## src/rtl/dmem_pkg.sv

```systemverilog
// Shared types and constants for the pd4 data-memory access unit.
package dmem_pkg;

  // Access size encoding as presented by the execute/memory stage.
  // 2'b11 has no name on purpose: it is the illegal size.
  typedef enum logic [1:0] {
    MEM_BYTE = 2'b00,
    MEM_HALF = 2'b01,
    MEM_WORD = 2'b10
  } mem_size_e;

  typedef enum logic [1:0] {
    IDLE  = 2'b00,
    READ  = 2'b01,
    WRITE = 2'b10,
    RESP  = 2'b11
  } dmem_state_e;

  // Start of the data-memory address space.
  localparam logic [31:0] DMEM_BASE = 32'h0100_0000;

  // Any encoding other than byte/half/word gets an error response.
  function automatic logic size_legal(input logic [1:0] size);
    return (size == MEM_BYTE) || (size == MEM_HALF) || (size == MEM_WORD);
  endfunction

endpackage

```

## src/rtl/dmem_load_align.sv

```systemverilog
// Load extender and store merger. Purely combinational; the FSM picks
// which result to register depending on the access direction.
module dmem_load_align
  import dmem_pkg::*;
#(
  parameter int DWIDTH = 32
) (
  input  logic [1:0]        size,
  input  logic              unsigned_ld,
  input  logic [DWIDTH-1:0] raw,
  input  logic [DWIDTH-1:0] wdata,
  output logic [DWIDTH-1:0] ld_data,
  output logic [DWIDTH-1:0] st_data
);

  // Sign/zero-extend the low byte or halfword of the fetched word.
  always_comb begin
    ld_data = raw;
    case (size)
      MEM_BYTE: ld_data = {{(DWIDTH-8){raw[7] & ~unsigned_ld}}, raw[7:0]};
      MEM_HALF: ld_data = {{(DWIDTH-16){raw[15] & ~unsigned_ld}}, raw[15:0]};
      default:  ld_data = raw;
    endcase
  end

  // Memory always writes four bytes, so sub-word stores carry the
  // fetched upper bytes back unchanged.
  always_comb begin
    st_data = wdata;
    case (size)
      MEM_BYTE: st_data = {raw[DWIDTH-1:8],  wdata[7:0]};
      MEM_HALF: st_data = {raw[DWIDTH-1:16], wdata[15:0]};
      default:  st_data = wdata;
    endcase
  end

endmodule

```

## src/rtl/dmem_access_unit.sv

```systemverilog
// Initiator-side data-memory access unit: one load/store at a time,
// sub-word stores done as read-modify-write. All outputs registered.
module dmem_access_unit
  import dmem_pkg::*;
#(
  parameter int AWIDTH = 32,
  parameter int DWIDTH = 32
) (
  input  logic              clk,
  input  logic              rst,
  input  logic              req_valid_i,
  output logic              req_ready_o,
  input  logic              req_we_i,
  input  logic [1:0]        req_size_i,
  input  logic              req_unsigned_i,
  input  logic [AWIDTH-1:0] req_addr_i,
  input  logic [DWIDTH-1:0] req_wdata_i,
  output logic              rsp_valid_o,
  output logic [DWIDTH-1:0] rsp_rdata_o,
  output logic              rsp_err_o,
  output logic [AWIDTH-1:0] mem_addr_o,
  output logic [DWIDTH-1:0] mem_data_o,
  output logic              mem_read_en_o,
  output logic              mem_write_en_o,
  input  logic [DWIDTH-1:0] mem_data_i,
  input  logic              mem_data_vld_i
);

  dmem_state_e       state;
  logic              we_q;
  logic [1:0]        size_q;
  logic              uns_q;
  logic [AWIDTH-1:0] addr_q;
  logic [DWIDTH-1:0] wdata_q;

  logic [DWIDTH-1:0] ld_data;
  logic [DWIDTH-1:0] st_data;

  dmem_load_align #(.DWIDTH(DWIDTH)) u_align (
    .size        (size_q),
    .unsigned_ld (uns_q),
    .raw         (mem_data_i),
    .wdata       (wdata_q),
    .ld_data     (ld_data),
    .st_data     (st_data)
  );

  assign req_ready_o = (state == IDLE);

  // Request FSM; memory and response outputs are set on the edge that
  // enters the state they belong to, and cleared on the edge that leaves it.
  always_ff @(posedge clk or posedge rst) begin
    if (rst) begin
      state          <= IDLE;
      we_q           <= 1'b0;
      size_q         <= 2'b00;
      uns_q          <= 1'b0;
      addr_q         <= '0;
      wdata_q        <= '0;
      rsp_valid_o    <= 1'b0;
      rsp_rdata_o    <= '0;
      rsp_err_o      <= 1'b0;
      mem_addr_o     <= '0;
      mem_data_o     <= '0;
      mem_read_en_o  <= 1'b0;
      mem_write_en_o <= 1'b0;
    end else begin
      case (state)
        IDLE: begin
          if (req_valid_i) begin
            we_q    <= req_we_i;
            size_q  <= req_size_i;
            uns_q   <= req_unsigned_i;
            addr_q  <= req_addr_i;
            wdata_q <= req_wdata_i;
            if (!size_legal(req_size_i)) begin
              state       <= RESP;
              rsp_valid_o <= 1'b1;
              rsp_err_o   <= 1'b1;
              rsp_rdata_o <= '0;
            end else if (!req_we_i || (req_size_i != MEM_WORD)) begin
              // Loads and sub-word stores both need the current word first.
              state         <= READ;
              mem_read_en_o <= 1'b1;
              mem_addr_o    <= req_addr_i;
            end else begin
              state          <= WRITE;
              mem_write_en_o <= 1'b1;
              mem_addr_o     <= req_addr_i;
              mem_data_o     <= req_wdata_i;
            end
          end
        end

        READ: begin
          if (mem_data_vld_i) begin
            mem_read_en_o <= 1'b0;
            if (we_q) begin
              state          <= WRITE;
              mem_write_en_o <= 1'b1;
              mem_addr_o     <= addr_q;
              mem_data_o     <= st_data;
            end else begin
              state       <= RESP;
              mem_addr_o  <= '0;
              rsp_valid_o <= 1'b1;
              rsp_rdata_o <= ld_data;
              rsp_err_o   <= 1'b0;
            end
          end
        end

        WRITE: begin
          state          <= RESP;
          mem_write_en_o <= 1'b0;
          mem_addr_o     <= '0;
          mem_data_o     <= '0;
          rsp_valid_o    <= 1'b1;
          rsp_rdata_o    <= '0;
          rsp_err_o      <= 1'b0;
        end

        RESP: begin
          state       <= IDLE;
          rsp_valid_o <= 1'b0;
          rsp_rdata_o <= '0;
          rsp_err_o   <= 1'b0;
        end

        default: state <= IDLE;
      endcase
    end
  end

endmodule
```

## config.mk

```make
export PLATFORM = sky130hd
export DESIGN_NAME = dmem_access_unit
export DESIGN_NICKNAME = d
export VERILOG_FILES = /design/src/rtl/dmem_pkg.sv /design/src/rtl/dmem_load_align.sv /design/src/rtl/dmem_access_unit.sv
export SDC_FILE = /design/constraint.sdc
export NUM_CORES = 1
export LEC_CHECK = 0
export CORE_MARGIN = 2
export CORE_UTILIZATION = 51
export CTS_BUF_LIST = sky130_fd_sc_hd__clkbuf_4
export DETAILED_ROUTE_END_ITERATION = 10
export PLACE_DENSITY = 0.91
export SKIP_CTS_REPAIR_TIMING = 1
export SYNTH_ARGS = -nofsm -noshare
export SYNTH_HDL_FRONTEND = slang
export SYNTH_SLANG_ARGS = --single-unit
```

## constraint.sdc

```tcl
create_clock -name clk -period 8.1 [get_ports clk]
set_clock_uncertainty 0.2 [all_clocks]
set_input_delay 1.62 -clock clk [delete_from_list [all_inputs] [get_ports clk]]
set_output_delay 1.62 -clock clk [all_outputs]
set_load 0.1 [all_outputs]
```

# Word-level counts from Yosys, hierarchy flattened
# Cells that the tools add are included.
# Widths: inputs -> output; s select.
[op_classes]
n_mux = 43
bitwise = 3
n_reduce_logical = 16
eq_ne = 15
[op_table]
columns = ["operator", "n"]
rows = [
  ["$mux 32", 13],
  ["$pmux 32 s3", 3],
  ["$pmux 32 s2", 2],
  ["$mux 1", 16],
  ["$ne 2x2->1 const B", 7],
  ["$mux 2", 4],
  ["$pmux 2 s4", 1],
  ["$reduce_and 4->1", 2],
  ["$eq 2x1->1 const B", 3],
  ["$eq 2x2->1 const B", 3],
  ["$logic_not 2->1", 3],
  ["$pmux 1 s3", 2],
  ["$reduce_and 6->1", 1],
  ["$reduce_and 5->1", 1],
  ["$ne 2x1->1 const B", 2],
  ["$pmux 1 s4", 1],
  ["$reduce_and 2->1", 2],
  ["$logic_or 1x1->1", 3],
  ["$reduce_bool 3->1", 1],
  ["$and 1x1->1", 2],
  ["$pmux 1 s2", 1],
  ["$reduce_bool 2->1", 1],
  ["$reduce_or 2->1", 1],
  ["$logic_not 1->1", 1],
  ["$not 1->1", 1],
]
[totals]
word_cells = 90
in_bits = 104
output_inout_bits = 101
ff_bits = 170

# Depth between registers and ports, before layout
# Gate-level depths: netlist of run 1.
[logic_depth]
word_depth = 6
mapped_depth = 9
ltp_nobuf = 6

# Cells and area by module
# From an unflattened synthesis of run 1, not the netlist that was laid out.
[hier_totals]
cells_unflattened = 808
hier_area_um2 = 8169.1
[modules_own_cells]
columns = ["mod", "n_inst", "seq_area_each_um2", "cells_per_inst", "area_each_um2"]
rows = [
  ["dmem_access_unit", 1, 4254.1, 715, 7443.4],
  ["dmem_load_align", 1, 0.0, 93, 725.7],
]

# Worst setup path after synthesis of run 1
# No wires, ideal clock.
[synth_path]
path_type = "reg2out"
start = "reg state[0]"
end = "out req_ready_o"
required_ps = 6280
slack_ps = 4948
stages_incl_launch_ff = 3
arrival_time_ps = 1332
path_buffers = 0
path_cell_list = "dfrtp_1 > inv_1 > ha_1"
[synth_between]
elab_chain_cells = 1
[synth_rtl]
columns = ["item", "line_no", "source"]
rows = [
  ["from (decl)", "dmem_access_unit.sv:29", "dmem_state_e state;"],
  ["from (signal assigned)", "dmem_access_unit.sv:54", "state <= IDLE;"],
  ["from (signal assigned)", "dmem_access_unit.sv:77", "state <= RESP;"],
  ["from (signal assigned)", "dmem_access_unit.sv:83", "state <= READ;"],
  ["$logic_not 2->1", "dmem_access_unit.sv:48", "assign req_ready_o = (state == IDLE);"],
  ["to (decl)", "dmem_access_unit.sv:12", "output logic req_ready_o,"],
]
# No other way between the ends.

# Final worst setup path of run 1
# Ends and elaborated chain as after synthesis.

==> reports/metrics.cfg, run 1 <==
[worst_setup_path]
r2r_cells = 7
worstPathRequired_ns = 6.28
crit_arrival_ns = 2.73
worstSetupStartpoint = state[0]$_DFFE_PP0P_
crit_path_start_kind = register
r2r_start = state[1]$_DFFE_PP0P_
crit_family = buffers and inverters
crit_buf_inv = 2
crit_chain = inv_1 > ha_2 > clkdlybuf4s50_1
crit_slowest_cell = clkdlybuf4s50_1
critPathKind = reg -> out
crit_path_end = req_ready_o
cp.depth = 3
worstSetupEndpointType = primary output
regToRegEndpoint = mem_data_o[30]$_DFFE_PP0P_
reg2reg_slack_ns = 4.09
worstPathMaxFanout = 12
slowest_delay_ns = 1.22

[die]
io_pins = 205
start_util_pct = 51.8
die-area_um2 = 16300
rows = 45
die-width_um = 128
die_y_um = 128
coreArea_um2 = 15000

[timing]
worstMarginPinSlew_ns = 1.18
relSlewSlack_pct = 20.8
finalCriticalPeriod_ns = 4.55
post-route-period-util_pct = 56.2
tns_ns = 0
report.final.slew_viol_count = 0
rsz0062_at_grt = false
layout_setup_ws_ns = 3.55
setup_violations = 0
hold_viol = 0
max_freq_ghz = 0.220

[synthesis]
synth.ff_latch_count = 170
synth.distinct_cells = 34
avgSynthCellArea_um2 = 10.7
ys_seq_area_share_pct = 54.7
ys_async_sr_fraction_pct = 100
yosys_most_used_dff = dfrtp_1
synth_area_um2 = 7780
synthesis.nets = 839
synthCells = 728
synth_edf_count = 0
yosys_warnings = 0

[layout]
multi_input_area_um2 = 3160
nets = 1019
seq_area_um2 = 4250
final_util_pct = 67.7
syn_to_final_growth_pct = 30.8
design_area_um2 = 10200
fill_cells = 1143
drive_above_1_share_pct = 12.2
n_antenna_cell = 0

[grt]
grt_pass1_vias = 6182
antenna_found_initial = 0
grt_pass1_wl_mm = 30.9
use_met2_pct = 40.6
overflow = 0
top_usage_layer = met2
met3_usage_pct = 5.32
met1_usage_pct = 31.0
grt_use_total_pct = 24.0
grt_max_degree = 101

[clock_tree]
cts_buffers = 17
path_clk_slew_ns = 0.14
cts_max_path_buffers = 2
cts_max_level = 4
cts_tree = done
cts.sinks = 170
cts_root_buffer = clkbuf_4
clk_latency_ns = 0.54

[drt]
wirelength_mm = 19.0
drc = 0
drt_iter0_drc = 466
num_vias = 6052
postRouteAntennaNets = 0
viasPerCell = 5.46
dr.pass1.iters = 5
wire_per_inst_um = 17.2

[place]
post_dp_cell_area_um2 = 9890
dpl_worst_slack_ns = 3.12
io_buffer_count = 204
place_congestion = 0.780
dp.final_hpwl_mm = 12.7

[outcome]
status = complete, no violations

[hold_path]
hold_path.class = reg -> reg

[flow_run]
cap_violations = 0

## cell usage after synthesis (5+ instances only)
cell / n / area [um2]
a21oi_1: 67 / 335
buf_2: 18 / 90.1
clkbuf_1: 26 / 97.6
dfrtp_1: 170 / 4250
ha_1: 7 / 87.6
inv_1: 37 / 139
mux2_2: 39 / 439
mux2_4: 30 / 450
mux2i_1: 26 / 260
nand2_1: 77 / 289
nand3_1: 8 / 40.0
nor2_1: 35 / 131
nor2b_1: 58 / 363
o21ai_0: 63 / 315
o21ai_1: 5 / 25.0
o22ai_1: 24 / 150
o31ai_1: 17 / 128
## worst register-to-register path, stage by stage (launching register included)
cell and delay, ns:
dfrtp_1 0.45, inv_1 0.14, ha_1 0.86, nor2b_1 0.48, a211oi_4 0.07, buf_4 0.33, nand2_2 0.95, mux2_2 0.43
## cell families (layout without fill, tap and decap cells)
| family | count (synthesis) | in the layout | share of synthesized area, % |
|---|---|---|---|
| AO/OA/AOI/OAI | 184 | 184 | 13.2 |
| AND/OR/NAND/NOR | 185 | 185 | 11.3 |
| flip-flops | 170 | 170 | 54.7 |
| adder cells (fa/ha/maj) | 7 | 7 | 1.13 |
| buffers and inverters | 87 | 279 | 4.92 |
| multiplexers | 95 | 95 | 14.8 |
## worst min path at each step
stage / slack, ns / startpoint / to / cells after the start
after CTS: 0.29 / rsp_rdata_o[29]$_DFFE_PP0P_ / rsp_rdata_o[29]$_DFFE_PP0P_ / 2
after detailed placement: 0.27 / rsp_rdata_o[26]$_DFFE_PP0P_ / rsp_rdata_o[26]$_DFFE_PP0P_ / 2
after global routing: 0.32 / rsp_rdata_o[22]$_DFFE_PP0P_ / rsp_rdata_o[22]$_DFFE_PP0P_ / 2
after global placement: 0.26 / rsp_rdata_o[22]$_DFFE_PP0P_ / rsp_rdata_o[22]$_DFFE_PP0P_ / 2
after floorplan: 0.25 / wdata_q[10]$_DFFE_PP0P_ / wdata_q[10]$_DFFE_PP0P_ / 2
final: 0.29 / rsp_rdata_o[29]$_DFFE_PP0P_ / rsp_rdata_o[29]$_DFFE_PP0P_ / 2
## layout by cell type (no fill, tap or decap), types with 2 or more instances in the layout
master	n
clkdlybuf4s50_1	204
dfrtp_1	170
nand2_1	76
a21oi_1	67
o21ai_0	63
nor2b_1	58
mux2_2	39
inv_1	36
nor2_1	35
mux2_4	30
mux2i_1	26
o22ai_1	24
clkbuf_4	21
o31ai_1	17
nand3_1	8
buf_4	7
ha_1	6
o21ai_1	5
bufinv_16	3
clkinv_1	3
clkinvlp_4	2
clkinv_2	2
## metrics by stage
step / std cells / hold slack [ns]
after global routing: 1108 / 0.324
after detailed placement: 1077 / 0.265
final: 1108 / 0.288
after CTS: 1108 / 0.294
after global placement: 1077 / 0.260
after floorplan: 728 / 0.249
## final cells by class
type                    instances  area share, %
well taps                     188           2.31
clock buffers                  21           1.55
inverters                      37           1.41
clock inverters                10           1.24
repair buffers                211           20.6
flip-flops and latches        170           41.8
multi-input cells             471           31.1
## flip-flops by register name, indices dropped and copies added, names as in the netlist
signal and cells:
addr_q 32, state 2, rsp_err_o 1, uns_q 1, we_q 1, mem_read_en_o 1, rsp_valid_o 1, size_q 2
mem_addr_o 32, mem_data_o 32, wdata_q 32, rsp_rdata_o 32, mem_write_en_o 1
## metal layers
| metal | up-vias | share of wire (%) |
|---|---|---|
| met2 | 218 | 49 |
| met4 | 0 | 1.8 |
| met5 | - | 0 |
| met1 | 2967 | 43 |
| li1 | 2841 | - |
| met3 | 26 | 6.3 |
Power of run 1 is not shown: default switching activity piles up to over one toggle a cycle in this logic, so the estimate is an artifact.
==> run 2: changes to the inputs <==
==> constraint.sdc (replaced) <==
create_clock -name clk -period 4.4 [get_ports clk]
set_clock_uncertainty 0.2 [all_clocks]
set_input_delay 0.88 -clock clk [delete_from_list [all_inputs] [get_ports clk]]
set_output_delay 0.88 -clock clk [all_outputs]
set_load 0.1 [all_outputs]
==> reports/metrics.cfg, run 2 (same netlist as run 1, synthesis figures left out) <==
[grt]
grt_pass1_wl_mm = 29.5  ; was 30.9 mm
grt_max_degree = 171  ; was 101
grt_pass1_vias = 5781  ; was 6182
grt_use_total_pct = 23.1  ; was 24.0%
overflow = 0  ; unchanged
antenna_found_initial = 0  ; unchanged

[layout]
final_common_cell = clkdlybuf4s50_1  ; unchanged
syn_to_final_growth_pct = 30.8  ; about the same
fill_cells = 1121  ; was 1143
nets = 1020  ; was 1019
n_antenna_cell = 0  ; unchanged
drive_above_1_share_pct = 12.5  ; was 12.2%
final_cell_mix = 203 x clkdlybuf4s50_1, 170 x dfrtp_1, 76 x nand2_1  ; was 204 x clkdlybuf4s50_1, 170 x dfrtp_1, 76 x nand2_1

[drt]
postRouteAntennaNets = 0  ; unchanged
drc = 0  ; unchanged
wirelength_mm = 18.6  ; was 19.0 mm
drt_iter0_drc = 299  ; was 466
viasPerCell = 5.38  ; was 5.46
wire_per_inst_um = 16.8  ; was 17.2 um
num_vias = 5970  ; was 6052
dr.pass1.iters = 5  ; unchanged

[place]
dp.final_hpwl_mm = 12.4  ; was 12.7 mm
io_buffer_count = 204  ; unchanged
dpl_worst_slack_ns = 1.06  ; was 3.12 ns
place_congestion = 0.807  ; was 0.780

[flow_run]
cap_violations = 0  ; unchanged

[worst_setup_path]
crit_family = buffers and inverters  ; unchanged
crit_arrival_ns = 2.13  ; was 2.73 ns
crit_chain = clkdlybuf4s50_1  ; was inv_1 > ha_2 > clkdlybuf4s50_1
crit_path_start_kind = register  ; unchanged
worstPathRequired_ns = 3.32  ; was 6.28 ns
crit_buf_inv = 1  ; was 2
worstPathMaxFanout = 3  ; was 12
critPathKind = reg -> out  ; unchanged
worstSetupEndpointType = primary output  ; unchanged
slowest_delay_ns = 1.17  ; was 1.22 ns
crit_slowest_cell = clkdlybuf4s50_1  ; unchanged

[clock_tree]
cts_max_level = 4  ; unchanged
cts_root_buffer = clkbuf_4  ; unchanged
cts_max_path_buffers = 2  ; unchanged
clk_latency_ns = 0.56  ; was 0.54 ns
cts.sinks = 170  ; unchanged
path_clk_slew_ns = 0.13  ; was 0.14 ns
cts_tree = done  ; unchanged
cts_buffers = 17  ; unchanged

[die]
coreArea_um2 = 15000  ; unchanged
io_pins = 205  ; unchanged
die-width_um = 128  ; unchanged
die-area_um2 = 16300  ; unchanged
start_util_pct = 51.8  ; unchanged
die_y_um = 128  ; unchanged
rows = 45  ; unchanged

[timing]
rsz0062_at_grt = false  ; unchanged
worstMarginPinSlew_ns = 1.29  ; was 1.18 ns
layout_setup_ws_ns = 1.19  ; was 3.55 ns
relSlewSlack_pct = 13.2  ; was 20.8%
tns_ns = 0  ; unchanged
setup_violations = 0  ; unchanged
post-route-period-util_pct = 72.9
hold_viol = 0  ; unchanged
finalCriticalPeriod_ns = 3.21
max_freq_ghz = 0.312
report.final.slew_viol_count = 0  ; unchanged

[outcome]
status = complete, no violations  ; unchanged

[hold_path]
hold_path.class = reg -> reg  ; unchanged

[run 2: cell count changes in the layout (fill, tap and decap cells not counted), sizes merged]
| cell | change |
|---|---|
| clkdlybuf4s50 | -1 |
| clkinv | +5 |
| bufinv | -1 |
| clkbuf | -2 |
| inv | -1 |
| buf | +2 |
[run 2: final timing paths]
path	from	end	slack, ns	cells after the start
setup reg to reg	state[1]$_DFFE_PP0P_	mem_data_o[4]$_DFFE_PP0P_	1.35	8
hold / removal	wdata_q[31]$_DFFE_PP0P_	wdata_q[31]$_DFFE_PP0P_	0.30	2
min in group asynchronous	rst	rsp_rdata_o[6]$_DFFE_PP0P_	0.68	3
hold reg to reg	wdata_q[31]$_DFFE_PP0P_	wdata_q[31]$_DFFE_PP0P_	0.30	2
max in group asynchronous	rst	mem_addr_o[2]$_DFFE_PP0P_	2.60	3
setup / recovery	mem_read_en_o$_DFFE_PP0P_	mem_read_en_o	1.19	1
[run 2: routing by layer]
layer  GRT usage (%)  vias up  wire, um  part of all wire (%)
li1                -     2838         -                     -
met3            7.66       31      1530                   8.2
met4            6.53        0       312                   1.7
met2            37.2      213      8970                    48
met5               0        -         0                     0
met1            30.0     2888      7810                    42
[run 2: area by class of cell]
cell class / count / area (um2) / area share [%]
sequential: 170 / 4250 / 41.8
multi-input combinational: 471 / 3160 / 31.1
tap: 188 / 235 / 2.31
inverter: 37 / 143 / 1.40
timing repair buffer: 212 / 2110 / 20.8
clock inverter: 13 / 129 / 1.27
clock buffer: 19 / 143 / 1.40
[run 2: per-stage QoR]
step | cells | instance area (um2) | hold WS (ns) | util (%)
after CTS | 1110 | 10200 | 0.299 | 67.7
after floorplan | 728 | 7780 | 0.249 | -
after detailed placement | 1078 | 9910 | 0.270 | 65.9
after global placement | 1078 | 9910 | 0.260 | 65.9
after global routing | 1110 | 10200 | 0.315 | 67.7
final | 1110 | 10200 | 0.295 | 67.7
Power of run 2 is left out for the same reason.
